$ cat src/rtl/mem_arbiter.sv
// Two-port memory arbiter: instruction fetch and load/store share one synchronous RAM port.
// Reads take two cycles (address, then registered data); stores complete in the accept cycle.
//
//   state | meaning
//   IDLE  | free: arbitrate, accept a read or perform a store
//   IF_RD | fetch address presented last edge, capture ram_dout at end of cycle
//   LS_RD | load address presented last edge, capture extracted ram_dout at end of cycle
module mem_arbiter #(
  parameter int ADDR_WIDTH = 16
) (
  input  logic                  clk,
  input  logic                  rst_n,

  input  logic                  if_valid,
  output logic                  if_ready,
  input  logic [ADDR_WIDTH-1:0] if_addr,
  output logic                  if_rsp_valid,
  output logic [31:0]           if_rsp_data,
  input  logic                  if_flush,

  input  logic                  ls_valid,
  output logic                  ls_ready,
  input  logic [ADDR_WIDTH-1:0] ls_addr,
  input  logic                  ls_we,
  input  logic [1:0]            ls_size,
  input  logic                  ls_signed,
  input  logic [31:0]           ls_wdata,
  output logic                  ls_rsp_valid,
  output logic [31:0]           ls_rsp_data,

  output logic [ADDR_WIDTH-1:0] ram_addr,
  output logic                  ram_we,
  output logic [3:0]            ram_wmask,
  output logic [31:0]           ram_din,
  input  logic [31:0]           ram_dout
);

  typedef enum logic [1:0] {
    IDLE  = 2'd0,
    IF_RD = 2'd1,
    LS_RD = 2'd2
  } state_t;

  state_t                  state;
  state_t                  state_nxt;
  logic                    last_ls;
  logic [ADDR_WIDTH-1:0]   addr_q;
  logic [1:0]              size_q;
  logic                    signed_q;
  logic                    if_rsp_q;
  logic                    grant_if;
  logic                    grant_ls;
  logic                    store_acc;
  logic [31:0]             load_data;

  always_ff @(posedge clk) begin
    if (!rst_n) begin
      state <= IDLE;
    end else begin
      state <= state_nxt;
    end
  end

  // Ready is only offered in IDLE and never while reset is asserted.
  always_comb begin
    state_nxt = state;
    grant_if  = 1'b0;
    grant_ls  = 1'b0;
    case (state)
      IDLE: begin
        if (rst_n) begin
          grant_if = if_valid && (!ls_valid || last_ls);
          grant_ls = ls_valid && !grant_if;
          if (grant_if) begin
            state_nxt = IF_RD;
          end else if (grant_ls && !ls_we) begin
            state_nxt = LS_RD;
          end
        end
      end
      IF_RD:   state_nxt = IDLE;
      LS_RD:   state_nxt = IDLE;
      default: state_nxt = IDLE;
    endcase
  end

  assign if_ready  = grant_if;
  assign ls_ready  = grant_ls;
  assign store_acc = grant_ls && ls_we;

  always_comb begin
    ram_addr = addr_q;
    if (grant_if) begin
      ram_addr = if_addr;
    end else if (grant_ls) begin
      ram_addr = ls_addr;
    end
  end

  always_comb begin
    ram_we    = 1'b0;
    ram_wmask = 4'b0000;
    ram_din   = 32'h0;
    if (store_acc) begin
      ram_we  = 1'b1;
      ram_din = ls_wdata;
      case (ls_size)
        2'b00:   ram_wmask = 4'b0001;
        2'b01:   ram_wmask = 4'b0011;
        default: ram_wmask = 4'b1111;
      endcase
    end
  end

  // Extraction uses the size/sign captured at accept, not the live inputs.
  always_comb begin
    load_data = ram_dout;
    case (size_q)
      2'b00:   load_data = {{24{signed_q & ram_dout[7]}}, ram_dout[7:0]};
      2'b01:   load_data = {{16{signed_q & ram_dout[15]}}, ram_dout[15:0]};
      default: load_data = ram_dout;
    endcase
  end

  // A flush in the response cycle still has to hide the already-registered pulse.
  assign if_rsp_valid = if_rsp_q && !if_flush;

  always_ff @(posedge clk) begin
    if (!rst_n) begin
      last_ls      <= 1'b1;
      addr_q       <= '0;
      size_q       <= 2'b10;
      signed_q     <= 1'b0;
      if_rsp_q     <= 1'b0;
      if_rsp_data  <= 32'h0;
      ls_rsp_valid <= 1'b0;
      ls_rsp_data  <= 32'h0;
    end else begin
      if_rsp_q     <= 1'b0;
      ls_rsp_valid <= 1'b0;

      if (grant_if) begin
        last_ls <= 1'b0;
        addr_q  <= if_addr;
      end else if (grant_ls) begin
        last_ls  <= 1'b1;
        addr_q   <= ls_addr;
        size_q   <= ls_size;
        signed_q <= ls_signed;
      end

      if (store_acc) begin
        ls_rsp_valid <= 1'b1;
        ls_rsp_data  <= 32'h0;
      end

      if (state == IF_RD && !if_flush) begin
        if_rsp_q    <= 1'b1;
        if_rsp_data <= ram_dout;
      end

      if (state == LS_RD) begin
        ls_rsp_valid <= 1'b1;
        ls_rsp_data  <= load_data;
      end
    end
  end

endmodule

$ cat config.mk
export PLATFORM = sky130hd
export DESIGN_NAME = mem_arbiter
export DESIGN_NICKNAME = d
export VERILOG_FILES = /design/src/rtl/mem_arbiter.sv
export SDC_FILE = /design/constraint.sdc
export NUM_CORES = 1
export LEC_CHECK = 0
export BUFFER_PORTS_ARGS = -buffer_cell sky130_fd_sc_hd__buf_2
export CORE_ASPECT_RATIO = 1.25
export CORE_MARGIN = 1
export CORE_UTILIZATION = 45
export CTS_BUF_LIST = sky130_fd_sc_hd__clkbuf_8
export CTS_CLUSTER_DIAMETER = 80
export DETAILED_ROUTE_END_ITERATION = 8
export GPL_TIMING_DRIVEN = 0
export MAX_ROUTING_LAYER = met4
export PLACE_DENSITY = 0.8
export SETUP_SLACK_MARGIN = 0.15
export SLEW_MARGIN = 20
export SYNTH_ARGS = -nofsm -noshare
export SYNTH_HDL_FRONTEND = slang
export SYNTH_SLANG_ARGS = --single-unit
$ cat constraint.sdc
create_clock -name clk -period 1.92 [get_ports clk]
set_clock_uncertainty 0.05 [all_clocks]
set_input_delay 0.384 -clock clk [delete_from_list [all_inputs] [get_ports clk]]
set_output_delay 0.384 -clock clk [all_outputs]
set_load 0.02 [all_outputs]
**After elaboration in Yosys (flattened, before gate mapping)**

Cells that the tools add are included.

- RAM bits: 0
- Register bits: 88
- Latch bits: 0
- Logic and storage cells: 58
- Bits in read-only memories: 0
- Bits of input ports: 105
- Output and inout bits: 121
- Memories kept: 0

- $add $sub $neg: 0
- Shifts and indexed selects: 0
- Bitwise gates (word level): 5
- Eq/ne operators: 4
- Divide/modulo/power cells: 0
- Magnitude comparators: 0
- Muxes and demuxes: 19
- Reduce and logical (&&, ||, !) cells: 20
- $mul: 0

Operators by type and width:

| cell | number |
|---|---|
| $mux 32 | 3 |
| $pmux 32 s2 | 1 |
| $mux 16 | 2 |
| $mux 1 | 11 |
| $pmux 4 s2 | 1 |
| $eq 2x1->1 const B | 3 |
| $logic_and 1x1->1 | 6 |
| $logic_not 2->1 | 3 |
| $reduce_bool 2->1 | 3 |
| $logic_not 1->1 | 4 |
| $mux 4 | 1 |
| $reduce_and 2->1 | 2 |
| $not 1->1 | 3 |
| $reduce_or 3->1 | 1 |
| $and 1x1->1 | 2 |
| $eq 2x2->1 const B | 1 |
| $logic_or 1x1->1 | 1 |

**Logic depth before layout (Yosys ltp)**

- Depth after elaboration: 10
- Mapped depth: 6
- Mapped depth without buffers: 3

**Worst setup path after synthesis**

No wires, ideal clock.

- Path type: input port to output port
- From: input port rst_n
- To: output port ram_wmask[3]
- Stages on the path: 6
- Required time: 1.486 ns
- Setup slack: -0.007 ns
- Arrival time: 1.493 ns
- Path through: buf_4 nor3b_4 and3_1 buf_4 and2_1 buf_4

- Cells in the longest elaborated chain, start to end: 4

RTL lines:

| what | RTL line | text |
|---|---|---|
| start: declaration | 12 | `input logic rst_n,` |
| $mux 1 | 71 | `if (rst_n) begin` |
| $mux 1 | 69 | `case (state)` |
| $logic_and 1x1->1 | 89 | `assign store_acc = grant_ls && ls_we;` |
| $mux 4 | 104 | `if (store_acc) begin` |
| end: declaration | 33 | `output logic [3:0] ram_wmask,` |

Every way passes these cells.

**Worst setup path after layout**

- From: register state[0]
- To: output port ram_addr[14]

- Cells in the longest elaborated chain, start to end: 4

RTL lines:

| what | RTL line | text |
|---|---|---|
| start: declaration | 44 | `state_t state;` |
| start signal: assignment | 60 | `state <= state_nxt;` |
| $logic_not 2->1 (*) | 69 |  |
| $mux 1 | 69 |  |
| $mux 16 | -- |  |
| $mux 16 (*) | -- |  |
| end: declaration | 31 | `output logic [ADDR_WIDTH-1:0] ram_addr,` |

Mark *: on every way between the ends. The rest lies on a longest branch, timed or not.

==> results by group <==
Power
  – PD cells: roughly 640 nW/um^2
  – Static leakage power: roughly 3.1 nW
  – Maximum resistive drop on vdd: 436 uV

Global route
  – All-layer global routing usage: 0.315
  – Initial antenna violation count: 0
  – Via count of the first global-routing pass: 4337
  – Residual overflow from global routing: 0
  – Maximum number of pins on one net before global-route repair: 15
  – Wire length of the first global-routing pass: 21500 um

Worst setup path
  – Critical Path Max Stage Delay: 0.40 ns
  – Worst EP required: 1.49 ns
  – Worst setup path start: state[0]
  – Kind of start point of the critical path: register
  – Crit Path Max Fanout: 9
  – Top delay family on crit path: simple AND/OR/NAND/NOR gates
  – Data arrival at the endpoint of the critical path: between 1.5 and 2 ns
  – Cell Chain, Critical Path: nor3b_4 -> buf_6 -> buf_6 -> buf_6 -> nand4_1 -> nand3_2 -> buf_6
  – Reg-to-reg critical path startpoint: state[0]
  – Critical path's most frequent cell: sky130_fd_sc_hd__buf_6
  – Buffers and inverters on the worst path: 4
  – Critical path endpoint category: output pin
  – Critical path class: reg2out
  – Slowest stage cell, crit path: sky130_fd_sc_hd__dfxtp_4

Layout
  – Post-layout instance area: 6490 um^2
  – Final net count: 817
  – Fraction of final layout cells with drive strength greater than 1: 0.547
  – Fillcell total: 553
  – Synthesis-to-layout area growth: 68.7%
  – Ant diodes: 0
  – Fin cells: 814

Worst hold path
  – Hold path start: rst_n
  – Hold Crit Class: in2reg

Timing
  – Final count of hold timing violations: 0
  – Post-Route Hold Slack: 0.176 ns
  – Final Cycle Share: 1.20
  – Highest attainable clock frequency: approximately 430 MHz
  – Slew Viols, Final: 0
  – Final setup TNS: -15.20 ns
  – Fin worst setup slack: -0.385 ns
  – Transition time at the pin with the least slew margin: 0.593 ns
  – Worst max-slew margin expressed relative to the limit: 0.605
  – Unrepaired setup endpoints after global routing: true
  – Final min period: roughly 2.3 ns
  – Final setup violating endpoints: 56

Floorplan
  – Placeable Area: 8240 um^2
  – Chip width: 84.7 um
  – Floorplan row count: 37
  – Number of placed I/O pins: 226
  – Vertical die dimension: 105 um
  – Initial standard-cell utilization of the core: 0.467
  – Overall die area: about 8900 um^2

Clock tree
  – Clock-pin transition on the worst setup and hold timing paths: 0.09 ns
  – Number of buffers created by CTS: 9
  – TritonCTS clock tree: done
  – H-tree Lvls: 3
  – Cell at the root of the clock tree: sky130_fd_sc_hd__clkbuf_8
  – Max Buffers Root-to-Sink: 2
  – Clock latency of the later-clocked register in the worst-skew pair: 0.37 ns
  – Clk sinks: 88

Place
  – Cell Area, Placed: roughly 5300 um^2
  – Last weighted congestion value of the routability-driven placer: about 0.88
  – DPL Wire Length: 9190 um
  – Cell Count Post-Placement: 763
  – Port Buf Inserts: 224
  – Pre-CTS WS: -0.316 ns

Detailed routing
  – Drt drc: 0
  – Highest metal layer used by the detailed router: met4
  – Detailed Route Iter0 Violations: between 200 and 300
  – Met1 Routed Length: between 5000 and 6000 um
  – Number of vias per cell after detailed routing: ~5.4
  – First-pass iteration count of the detailed router: 7
  – Number of vias after detailed routing: about 4400
  – DR WL/cell: 17.2 um
  – Amount of wire on met3 after detailed routing: ~900 um
  – Length of routed met2 wiring: 7250 um
  – Post-detailed-route count of antenna-violating nets: 0
  – Total detailed-routing wirelength: 14000 um

Logic synthesis
  – Flop and latch count out of synthesis: 88
  – Distinct cell type count after synthesis: 42
  – Mean instance size in the synthesized netlist: between 8 and 9 um^2
  – Number of warnings issued by yosys: 0
  – Mapped cell area: 3850 um^2
  – Cells after Synth: 442
  – Post-synth net total: 547
  – Sequential element share of the synthesized area: 0.458

Run status
  – Outcome: complete, but fails checks
  – Failing checks: negative setup slack

Job
  – Reported max-cap violation count: 0
[layer usage]
metal  vias up  track usage
li1       2092            -
met1      2070        0.355
met2       216        0.542
met3        35       0.0619
met4         0        0.136
met5         -            -
[placed cells by master, fill, tap and decap left out, types with 8 or more instances in the layout]
cell,n
sky130_fd_sc_hd__clkbuf_1,9
sky130_fd_sc_hd__buf_4,24
sky130_fd_sc_hd__dfxtp_1,85
sky130_fd_sc_hd__a31oi_1,15
sky130_fd_sc_hd__clkbuf_8,11
sky130_fd_sc_hd__nor2b_1,17
sky130_fd_sc_hd__o2bb2ai_1,16
sky130_fd_sc_hd__buf_6,76
sky130_fd_sc_hd__nand2_1,64
sky130_fd_sc_hd__a21oi_1,42
sky130_fd_sc_hd__nand4_1,16
sky130_fd_sc_hd__a22o_1,8
sky130_fd_sc_hd__o21ai_4,14
sky130_fd_sc_hd__buf_2,174
sky130_fd_sc_hd__a21o_1,8
sky130_fd_sc_hd__buf_8,8
sky130_fd_sc_hd__nand3_1,18
sky130_fd_sc_hd__and2_4,33
sky130_fd_sc_hd__o21ai_0,11
sky130_fd_sc_hd__nand3_2,18
[Yosys cell counts (all sizes together)]
library cell	count	area [um^2]
dfxtp	88	1760
nand2	64	240
a21oi	42	210
nand3	36	180
and2	33	206
buf	30	240
o21ai	27	135
nor2b	18	115
a31oi	16	100
nand4	16	100
o2bb2ai	16	140
clkbuf	13	50.0
a21o	8	60.1
a22o	8	70.1
and3	3	18.8
nor2	3	11.3
inv	2	7.50
nor3b	2	31.3
o21a	2	15.0
or3b	2	20.0
a21bo	1	10.0
a21boi	1	11.3
a311oi	1	26.3
and3b	1	8.76
mux2	1	11.3
nand2b	1	6.26
nand3b	1	7.51
nand4bb	1	11.3
nor3	1	5.00
o211ai	1	12.5
o311ai	1	8.76
o31ai	1	7.51
or2	1	6.26
[what timing repair did]
action / CTS / global route
endpoints found under the setup margin: 55 / 56
hold buffers: 0 / 0
setup buffers: 20 / 10
gates resized for setup: 174 / 27
pin swaps: 44 / 15
cloned: 5 / 0
[cell families after synthesis]
family	Yosys count	share of synthesized area
simple gates	183	0.252
flops	88	0.458
compound gates	125	0.210
mux	1	0.00293
buf+inv	45	0.0774
[report_power, final]
part,total (mW),internal [mW],switching [mW]
Clock,1.20,0.537,0.665
Sequential,1.94,1.89,0.0465
Combinational,1.02,0.482,0.535
Total,4.16,2.91,1.25
[path summary, 6_finish.rpt]
path | cells past startpoint | slack, ns | to
worst max-delay path | 7 | -0.39 | ram_addr[14]
worst min-delay path | 2 | 0.18 | size_q[1]
worst min register to register | 2 | 0.40 | if_rsp_data[15]
worst max register to register | 12 | -0.21 | addr_q[6]
[final cells by class]
class                   instances  area, um^2  share of cell area
multi-input cells             309        2180               0.335
well taps                      97         121              0.0187
repair buffers                259        1840               0.284
flip-flops and latches         88        1770               0.272
clock buffers                  11         151              0.0233
plain buffers                  43         394              0.0607
inverters                       2        7.51             0.00116
clock inverters                 5        31.3             0.00482
[through the flow]
step / utilization / total power [mW]
2_1_floorplan: - / 2.42
3_3_place_gp: 0.641 / 2.70
3_5_place_dp: 0.641 / 2.72
4_1_cts: 0.766 / 4.09
5_1_grt: 0.788 / 4.29
6_report: 0.788 / 4.16
[state kept, by name, indices dropped and copies added (netlist names)]
register / flops
if_rsp_data: 32
ls_rsp_data: 32
addr_q: 16
size_q: 2
state: 2
if_rsp_q: 1
last_ls: 1
ls_rsp_valid: 1
signed_q: 1
(Power assumes the default switching activity.)
